$ cat src/rtl/board_store_if.sv
// Board store access bus: cell read/write, renderer row read and
// line-clear control/status. Master drives, slave is the store.
interface board_store_if #(
  parameter int COLS = 10
);
  logic [3:0]      board_rx;
  logic [4:0]      board_ry;
  logic            board_rdata;
  logic            board_we;
  logic [3:0]      board_wx;
  logic [4:0]      board_wy;
  logic            board_wdata;
  logic [4:0]      vga_ry;
  logic [COLS-1:0] vga_row;
  logic            clear_start;
  logic            clear_busy;
  logic            clear_done;
  logic [2:0]      lines_cleared;
  logic [9:0]      total_lines;

  modport master (
    output board_rx, board_ry,
    output board_we, board_wx,
    output board_wy, board_wdata,
    output vga_ry, clear_start,
    input  board_rdata, vga_row,
    input  clear_busy, clear_done,
    input  lines_cleared, total_lines
  );

  modport slave (
    input  board_rx, board_ry,
    input  board_we, board_wx,
    input  board_wy, board_wdata,
    input  vga_ry, clear_start,
    output board_rdata, vga_row,
    output clear_busy, clear_done,
    output lines_cleared, total_lines
  );
endinterface

$ cat src/rtl/board_store.sv
// Playfield occupancy grid with cell/row reads, cell writes and a
// sequential line-clear pass. BOARD_STATS_EN adds a lines total.
module board_store #(
  parameter int COLS = 10,
  parameter int ROWS = 20
) (
  input logic          CLOCK_50,
  input logic          reset,
  board_store_if.slave bus
);

  localparam logic [1:0] S_IDLE = 2'd0;
  localparam logic [1:0] S_SCAN = 2'd1;
  localparam logic [1:0] S_FILL = 2'd2;
  localparam logic [1:0] S_DONE = 2'd3;

  localparam logic [3:0] XMAX = 4'(COLS - 1);
  localparam logic [4:0] YMAX = 5'(ROWS - 1);

  logic [COLS-1:0] rows_q [ROWS];
  logic [COLS-1:0] rows_d [ROWS];
  logic [1:0]      state_q, state_d;
  logic [4:0]      src_q, src_d;
  logic [4:0]      dst_q, dst_d;
  logic [4:0]      cnt_q, cnt_d;
  logic            busy_q, busy_d;
  logic            done_q, done_d;
  logic [2:0]      lines_q, lines_d;

  logic            rd_ok;
  logic            wr_ok;
  logic            vga_ok;
  logic            src_full;
  logic            src_last;
  logic            dst_last;

  assign rd_ok  = (bus.board_rx <= XMAX) &&
                  (bus.board_ry <= YMAX);
  assign wr_ok  = (bus.board_wx <= XMAX) &&
                  (bus.board_wy <= YMAX);
  assign vga_ok = (bus.vga_ry <= YMAX);

  // Out-of-range cells read as wall
  assign bus.board_rdata = rd_ok ?
    rows_q[bus.board_ry][bus.board_rx] : 1'b1;
  assign bus.vga_row = vga_ok ?
    rows_q[bus.vga_ry] : '0;

  assign src_full = &rows_q[src_q];
  assign src_last = (src_q == 5'd0);
  assign dst_last = (dst_q == 5'd0);

  assign bus.clear_busy    = busy_q;
  assign bus.clear_done    = done_q;
  assign bus.lines_cleared = lines_q;

  // Next-state: cell writes in idle, then scan/fill/done pass
  always_comb begin
    rows_d  = rows_q;
    state_d = state_q;
    src_d   = src_q;
    dst_d   = dst_q;
    cnt_d   = cnt_q;
    busy_d  = busy_q;
    done_d  = 1'b0;
    lines_d = lines_q;
    case (state_q)
      S_IDLE: begin
        if (busy_q) begin
          busy_d = 1'b0;
        end else begin
          if (bus.board_we && wr_ok)
            rows_d[bus.board_wy][bus.board_wx] =
              bus.board_wdata;
          if (bus.clear_start) begin
            state_d = S_SCAN;
            src_d   = YMAX;
            dst_d   = YMAX;
            cnt_d   = '0;
            busy_d  = 1'b1;
          end
        end
      end
      S_SCAN: begin
        if (src_full) begin
          cnt_d = cnt_q + 5'd1;
        end else begin
          rows_d[dst_q] = rows_q[src_q];
          dst_d = dst_q - 5'd1;
        end
        src_d = src_q - 5'd1;
        if (src_last)
          state_d = (cnt_d != '0) ? S_FILL : S_DONE;
      end
      S_FILL: begin
        rows_d[dst_q] = '0;
        dst_d = dst_q - 5'd1;
        if (dst_last)
          state_d = S_DONE;
      end
      default: begin
        lines_d = cnt_q[2:0];
        done_d  = 1'b1;
        state_d = S_IDLE;
      end
    endcase
  end

  // Pass state and grid registers
  always_ff @(posedge CLOCK_50) begin
    if (reset) begin
      rows_q  <= '{default: '0};
      state_q <= S_IDLE;
      src_q   <= '0;
      dst_q   <= '0;
      cnt_q   <= '0;
      busy_q  <= 1'b0;
      done_q  <= 1'b0;
      lines_q <= '0;
    end else begin
      rows_q  <= rows_d;
      state_q <= state_d;
      src_q   <= src_d;
      dst_q   <= dst_d;
      cnt_q   <= cnt_d;
      busy_q  <= busy_d;
      done_q  <= done_d;
      lines_q <= lines_d;
    end
  end

`ifdef BOARD_STATS_EN
  logic [9:0]  total_q, total_d;
  logic [10:0] total_sum;

  assign total_sum = {1'b0, total_q} +
                     {8'd0, cnt_q[2:0]};

  // Saturating running total, bumped in the done cycle
  always_comb begin
    total_d = total_q;
    if (state_q == S_DONE)
      total_d = total_sum[10] ? 10'h3FF :
                                total_sum[9:0];
  end

  // Total register, cleared only by reset
  always_ff @(posedge CLOCK_50) begin
    if (reset) total_q <= '0;
    else       total_q <= total_d;
  end

  assign bus.total_lines = total_q;
`else
  assign bus.total_lines = '0;
`endif

endmodule

$ cat src/flat_wrapper.sv
// flat-port wrapper written by rule: the top's interface ports become plain ports
module board_store_flat 
#(
  parameter int COLS = 10,
  parameter int ROWS = 20
)
  (CLOCK_50, reset, bus_board_rx, bus_board_ry, bus_board_we, bus_board_wx, bus_board_wy, bus_board_wdata, bus_vga_ry, bus_clear_start, bus_board_rdata, bus_vga_row, bus_clear_busy, bus_clear_done, bus_lines_cleared, bus_total_lines);
  board_store_if #(.COLS(COLS)) bus_i ();
  input logic CLOCK_50;
  input logic reset;
  input wire logic [$bits(bus_i.board_rx)-1:0] bus_board_rx;
  input wire logic [$bits(bus_i.board_ry)-1:0] bus_board_ry;
  input wire logic [$bits(bus_i.board_we)-1:0] bus_board_we;
  input wire logic [$bits(bus_i.board_wx)-1:0] bus_board_wx;
  input wire logic [$bits(bus_i.board_wy)-1:0] bus_board_wy;
  input wire logic [$bits(bus_i.board_wdata)-1:0] bus_board_wdata;
  input wire logic [$bits(bus_i.vga_ry)-1:0] bus_vga_ry;
  input wire logic [$bits(bus_i.clear_start)-1:0] bus_clear_start;
  output wire logic [$bits(bus_i.board_rdata)-1:0] bus_board_rdata;
  output wire logic [$bits(bus_i.vga_row)-1:0] bus_vga_row;
  output wire logic [$bits(bus_i.clear_busy)-1:0] bus_clear_busy;
  output wire logic [$bits(bus_i.clear_done)-1:0] bus_clear_done;
  output wire logic [$bits(bus_i.lines_cleared)-1:0] bus_lines_cleared;
  output wire logic [$bits(bus_i.total_lines)-1:0] bus_total_lines;
  assign bus_i.board_rx = bus_board_rx;
  assign bus_i.board_ry = bus_board_ry;
  assign bus_i.board_we = bus_board_we;
  assign bus_i.board_wx = bus_board_wx;
  assign bus_i.board_wy = bus_board_wy;
  assign bus_i.board_wdata = bus_board_wdata;
  assign bus_i.vga_ry = bus_vga_ry;
  assign bus_i.clear_start = bus_clear_start;
  assign bus_board_rdata = bus_i.board_rdata;
  assign bus_vga_row = bus_i.vga_row;
  assign bus_clear_busy = bus_i.clear_busy;
  assign bus_clear_done = bus_i.clear_done;
  assign bus_lines_cleared = bus_i.lines_cleared;
  assign bus_total_lines = bus_i.total_lines;
  board_store #(.COLS(COLS), .ROWS(ROWS)) u_core (.CLOCK_50(CLOCK_50), .reset(reset), .bus(bus_i));
endmodule
$ cat config.mk
export PLATFORM = sky130hd
export DESIGN_NAME = board_store_flat
export DESIGN_NICKNAME = d
export VERILOG_FILES = /design/src/rtl/board_store_if.sv /design/src/rtl/board_store.sv /design/src/flat_wrapper.sv
export SDC_FILE = /design/constraint.sdc
export NUM_CORES = 1
export LEC_CHECK = 0
export BUFFER_PORTS_ARGS = -buffer_cell sky130_fd_sc_hd__clkbuf_2
export CAP_MARGIN = 15
export CELL_PAD_IN_SITES_DETAIL_PLACEMENT = 0
export CELL_PAD_IN_SITES_GLOBAL_PLACEMENT = 1
export CORE_MARGIN = 4
export CORE_UTILIZATION = 27
export CTS_BUF_LIST = sky130_fd_sc_hd__clkbuf_2 sky130_fd_sc_hd__clkbuf_4 sky130_fd_sc_hd__clkbuf_8
export CTS_CLUSTER_SIZE = 12
export DETAILED_ROUTE_END_ITERATION = 10
export PLACE_DENSITY_LB_ADDON = 0.1
export SYNTH_ARGS = -nofsm -noshare
export SYNTH_HDL_FRONTEND = slang
export SYNTH_SLANG_ARGS = --single-unit
$ cat constraint.sdc
create_clock -name CLOCK_50 -period 5.8 [get_ports CLOCK_50]
set_input_delay 0.58 -clock CLOCK_50 [delete_from_list [all_inputs] [get_ports CLOCK_50]]
set_output_delay 0.58 -clock CLOCK_50 [all_outputs]
set_load 0.01 [all_outputs]
== Word-level counts from Yosys, hierarchy flattened ==
Index checks and enable logic that the tools add are counted.

* Flip-flop bits (word level): 222
* Input bits: 28
* Logic and storage cells: 122

* Add/sub/neg operators: 3
* Order comparisons: 15
* Eq/ne operators: 8
* Multiplexer cells: 44
* Bitwise gates (word level): 7
* Reductions and logical operators: 18

{| class="wikitable"
|+ Operators with widths
! operator !! count
|-
| 2-to-1 mux 200 bit || 3
|-
| case mux 200 bit (3 select lines) || 1
|-
| bitwise mux 200 bit || 2
|-
| bitwise AND 200 bit || 1
|-
| inverter 200 bit || 1
|-
| binary-select mux 10 bit (select 5 bit) || 3
|-
| demux 10 bit (select 5 bit) || 2
|-
| 2-to-1 mux 10 bit || 9
|-
| 2-to-1 mux 5 bit || 7
|-
| >= comparator 6 bit, second input constant || 5
|-
| inverter 5 -> 6 bit || 5
|-
| case mux 5 bit (2 select lines) || 2
|-
| <= comparator 5 bit, second input constant || 3
|-
| case mux 5 bit (3 select lines) || 1
|-
| < comparator 6 x 1 -> 1 bit, second input constant || 2
|-
| AND reduction 4 bit || 3
|-
| logical NOT 5 bit || 2
|-
| < comparator 4 x 5 -> 1 bit, second input constant || 2
|-
| AND reduction 10 bit || 1
|-
| subtractor 5 x 1 -> 5 bit, second input constant || 2
|-
| <= comparator 4 bit, second input constant || 2
|-
| 2-to-1 mux 2 bit || 4
|-
| 2-to-1 mux 1 bit || 7
|-
| logical AND 1 bit || 6
|-
| 15 further kinds || 19
|}

== Logic depth before layout (Yosys ltp) ==
* Depth in word-level cells: 11
* Depth in mapped cells: 14

== Worst setup path before layout ==
OpenSTA, ideal clock, no wires.

* Kind: input -> output
* From: in bus_board_ry[1]
* To: out bus_board_rdata
* Arrival time: 2.893 ns
* Data required time: 5.220 ns
* Setup slack: 2.327 ns
* Stages: 11
* Path buffers: 3
* Cells stage by stage: clkbuf_1 buf_2 buf_2 mux4_2 mux4_2 a221oi_1 a21oi_1 nor2_1 a21oi_1 nor4b_1 a21oi_1

* Longest elaborated chain between the ends: 7
* Elaborated cells on any way between the ends: 9
* Those cells by class: 1 x order compare; 6 x mux; 1 x bitwise; 1 x reduce/logical

{| class="wikitable"
|+ RTL lines
! item !! line !! text
|-
| from (decl) || flat_wrapper.sv:12 || <nowiki>input wire logic [$bits(bus_i.board_ry)-1:0] bus_board_ry;</nowiki>
|-
| inverter 5 -> 6 bit (implied by the code) || board_store.sv:45 || <nowiki>rows_q[bus.board_ry][bus.board_rx] : 1'b1;</nowiki>
|-
| binary-select mux 10 bit (select 5 bit) || board_store.sv:45 ||
|-
| 2-to-1 mux 10 bit (implied by the code) (2 in a row) || board_store.sv:45 ||
|-
| binary-select mux 1 bit (select 4 bit) || board_store.sv:45 ||
|-
| 2-to-1 mux 1 bit (implied by the code) || board_store.sv:45 ||
|-
| 2-to-1 mux 1 bit * || board_store.sv:44 || <nowiki>assign bus.board_rdata = rd_ok ?</nowiki>
|-
| to (decl) || flat_wrapper.sv:19 || <nowiki>output wire logic [$bits(bus_i.board_rdata)-1:0] bus_board_rdata;</nowiki>
|}

Every way passes the cells marked *; elsewhere a longest branch is shown, timed or not. The select of a mux whose other input is x is not followed.

==> impl_metrics.json <==
{
  "crit_buf_inv": 2,
  "syn_inst": 2568,
  "grt_pass1_wl_um": 156000,
  "area_delta_synth_final_pct": 9.15,
  "track_usage": 0.253,
  "hold_class": "in -> reg",
  "synth_seq_cells": 222,
  "most-common-layout-cells": "a21oi_1 (483), dfxtp_1 (219), nor3_1 (212)",
  "status": "finished, final reports clean",
  "ys_types": 59,
  "ys.flop_type": "dfxtp_1",
  "ctsHoldBuffers": 0,
  "cts_setup_buffers": 0,
  "critPathMaxStageDelay_ns": 0.70,
  "grt_pass1_vias": 21500,
  "synthArstFlopShare": 0,
  "io_buffers": 43,
  "finalPower_mw": 13.5,
  "cp_top_family": "compound AO/OA/AOI/OAI gates",
  "cts_tree": "yes",
  "worstMarginPinSlew_ns": 1.31,
  "path_cells": "buf_4, mux4_2, and3_1, a41oi_1, a22oi_1, nand4b_2, or3_4, buf_12, a21oi_1, a311oi_1",
  "arrival_ns": 5.27,
  "cap_viol_max_count": 0,
  "clockRootBuffer": "clkbuf_8",
  "ir_drop_mv": 0.455,
  "clock_latency_ns": 0.67,
  "wirelength_um": 106000,
  "period_needed_ns": 4.74,
  "hold_violations": 0,
  "setup-tns-final_ns": 0,
  "die_area_um2": 80300,
  "syn_area_um2": 20500,
  "critPathSlowestCell": "dfxtp_2",
  "grt_max_degree": 178,
  "synth_edf_count": 0,
  "multi_input_area_um2": 14400,
  "drv_slew": 0,
  "cp_max_fo": 140,
  "wl_per_cell_um": 30.9,
  "synth_seq_area_share": 0.217,
  "die-height_um": 283,
  "power_per_cell_area_nw_per_um2": 605,
  "dpl.hpwl_um": 70100,
  "die_x_um": 283,
  "ant_nets": 0,
  "core-area_um2": 74800,
  "fin_skew_ns": 0.0424,
  "max_freq_ghz": 0.211,
  "route.detailed.drc": 0,
  "power_leakage_nw": 6.48,
  "setup_viol": 0,
  "grt_overflow_total": 0,
  "num_rows": 100,
  "clock-sinks": 222,
  "whs_path_depth": 4,
  "r2r-start": "u_core.src_q[0]$_SDFFE_PP0P_",
  "cts_made_buffers": 51,
  "slew_headroom": 0.126,
  "fin_nets": 2478,
  "viasPerCell": 6.57,
  "clkTransAtPathRegs_ns": 0.06,
  "r2r_slack_ns": 1.06,
  "vias": 22600,
  "rsz0062_at_grt": "false",
  "start_util": 0.274,
  "crit_path_end_kind": "flop",
  "drive_above_1_share": 0.170,
  "holdPathEnd": "u_core.src_q[4]$_SDFFE_PP0P_",
  "regArea_um2": 4450,
  "fin_crit_sh": 0.817,
  "nFillCells": 7977,
  "worstSetupStartpointType": "flop",
  "ys_warn_count": 0,
  "htreeDepth": 2,
  "worstHoldStart": "bus_clear_start",
  "first_iter_violations": 2709,
  "clock_path_buffers": 3,
  "critPathRequiredTime_ns": 6.33,
  "pin_count": 54,
  "fin_hold_ws_ns": 0.397,
  "final_common_cell": "a21oi_1",
  "antenna_found_initial": 5,
  "dr.pass1.iters": 6,
  "cts.repair.resized": 0,
  "syn_area_per_cell_um2": 7.97,
  "worst_r2r_path_depth": 10,
  "gp_congestion": 0.850,
  "crit_type": "reg -> reg"
}
where the power goes:
group | internal [mW] | total (mW) | switching, mW
Combinational | 2.91 | 7.67 | 4.76
Clock | 1.19 | 2.07 | 0.885
Sequential | 2.31 | 3.77 | 1.46
kinds of logic (layout without fill, tap and decap cells):
kind of cell / count (synthesis) / after routing / synth area share
muxes: 204 / 204 / 0.193
and+or+nand+nor: 651 / 651 / 0.146
xor gates and xnor gates: 2 / 2 / 0.000856
buffers and inverters: 361 / 260 / 0.0868
AOI/OAI and AO/OA: 1115 / 1115 / 0.349
DFF: 222 / 222 / 0.217
adders and majority gates: 12 / 12 / 0.00733
other: 1 / 14 / 0.000183
final cells by class:
class / instances / area share
Clock buffer: 91 / 0.0499
Timing Repair Buffer: 134 / 0.0455
Tap cell: 969 / 0.0543
Antenna cell: 4 / 0.000448
Multi-Input combinational cell: 1994 / 0.645
Sequential cell: 222 / 0.199
Inverter: 35 / 0.00588
Yosys cell counts (all sizes together) (5+ instances only):
cell type / number / area [µm²]
a21oi: 483 / 2420
clkbuf: 233 / 875
dfxtp: 222 / 4440
nor3: 222 / 1110
a311oi: 202 / 1780
nand2: 197 / 739
a22oi: 164 / 1230
mux4: 151 / 3400
o21ai: 147 / 739
nor2: 122 / 458
buf: 93 / 771
a22o: 60 / 526
mux2i: 45 / 450
nand3: 39 / 195
inv: 35 / 131
and2: 15 / 93.8
and3: 12 / 75.1
ha: 12 / 150
nor2b: 12 / 75.1
o22ai: 12 / 75.1
a32oi: 10 / 87.6
a31oi: 9 / 56.3
mux2: 8 / 90.1
or3: 8 / 50.1
a221oi: 7 / 61.3
nand3b: 7 / 52.6
nand2b: 6 / 37.5
a211oi: 5 / 37.5
worst reg2reg max path: stages, from the launching register on:
cell	delay, ns
dfxtp_2	0.70
buf_4	0.31
mux4_2	0.57
and3_1	0.21
a41oi_1	0.52
a22oi_1	0.25
nand4b_2	0.27
or3_4	0.68
buf_12	0.53
a21oi_1	0.27
a311oi_1	0.29
per-layer routing:
| metal | global-route usage | part of all wire | wire (µm) | vias to the layer above |
|---|---|---|---|---|
| li1 | - | - | - | 9843 |
| met1 | 0.358 | 0.45 | 47500 | 11500 |
| met2 | 0.400 | 0.45 | 48400 | 1101 |
| met3 | 0.0357 | 0.071 | 7610 | 168 |
| met4 | 0.0749 | 0.029 | 3060 | 0 |
| met5 | 0 | 0 | 0 | - |
stage by stage:
stage / cell area, µm² / std cells / util / setup slack (ns)
final: 22300 / 3449 / 0.299 / 1.06
after global routing: 22300 / 3448 / 0.299 / 0.870
after CTS: 22300 / 3443 / 0.298 / 1.16
after detailed placement: 21200 / 3352 / 0.283 / 1.22
after global placement: 21200 / 3351 / 0.283 / 1.17
after floorplan: 20500 / 2577 / - / 2.33
worst max-delay path by stage:
stage,startpoint,endpoint,slack [ns],depth (start not counted)
floorplan,bus_board_ry[1],bus_board_rdata,2.33,11
global placement,u_core.src_q[0]$_SDFFE_PP0P_,flop,1.17,10
detailed placement,u_core.src_q[0]$_SDFFE_PP0P_,flop,1.22,10
CTS,u_core.src_q[0]$_SDFFE_PP0P_,flop,1.16,10
global route,u_core.src_q[0]$_SDFFE_PP0P_,flop,0.87,10
finish,u_core.src_q[0]$_SDFFE_PP0P_,flop,1.06,10
Power figures use the tool's default switching activity.
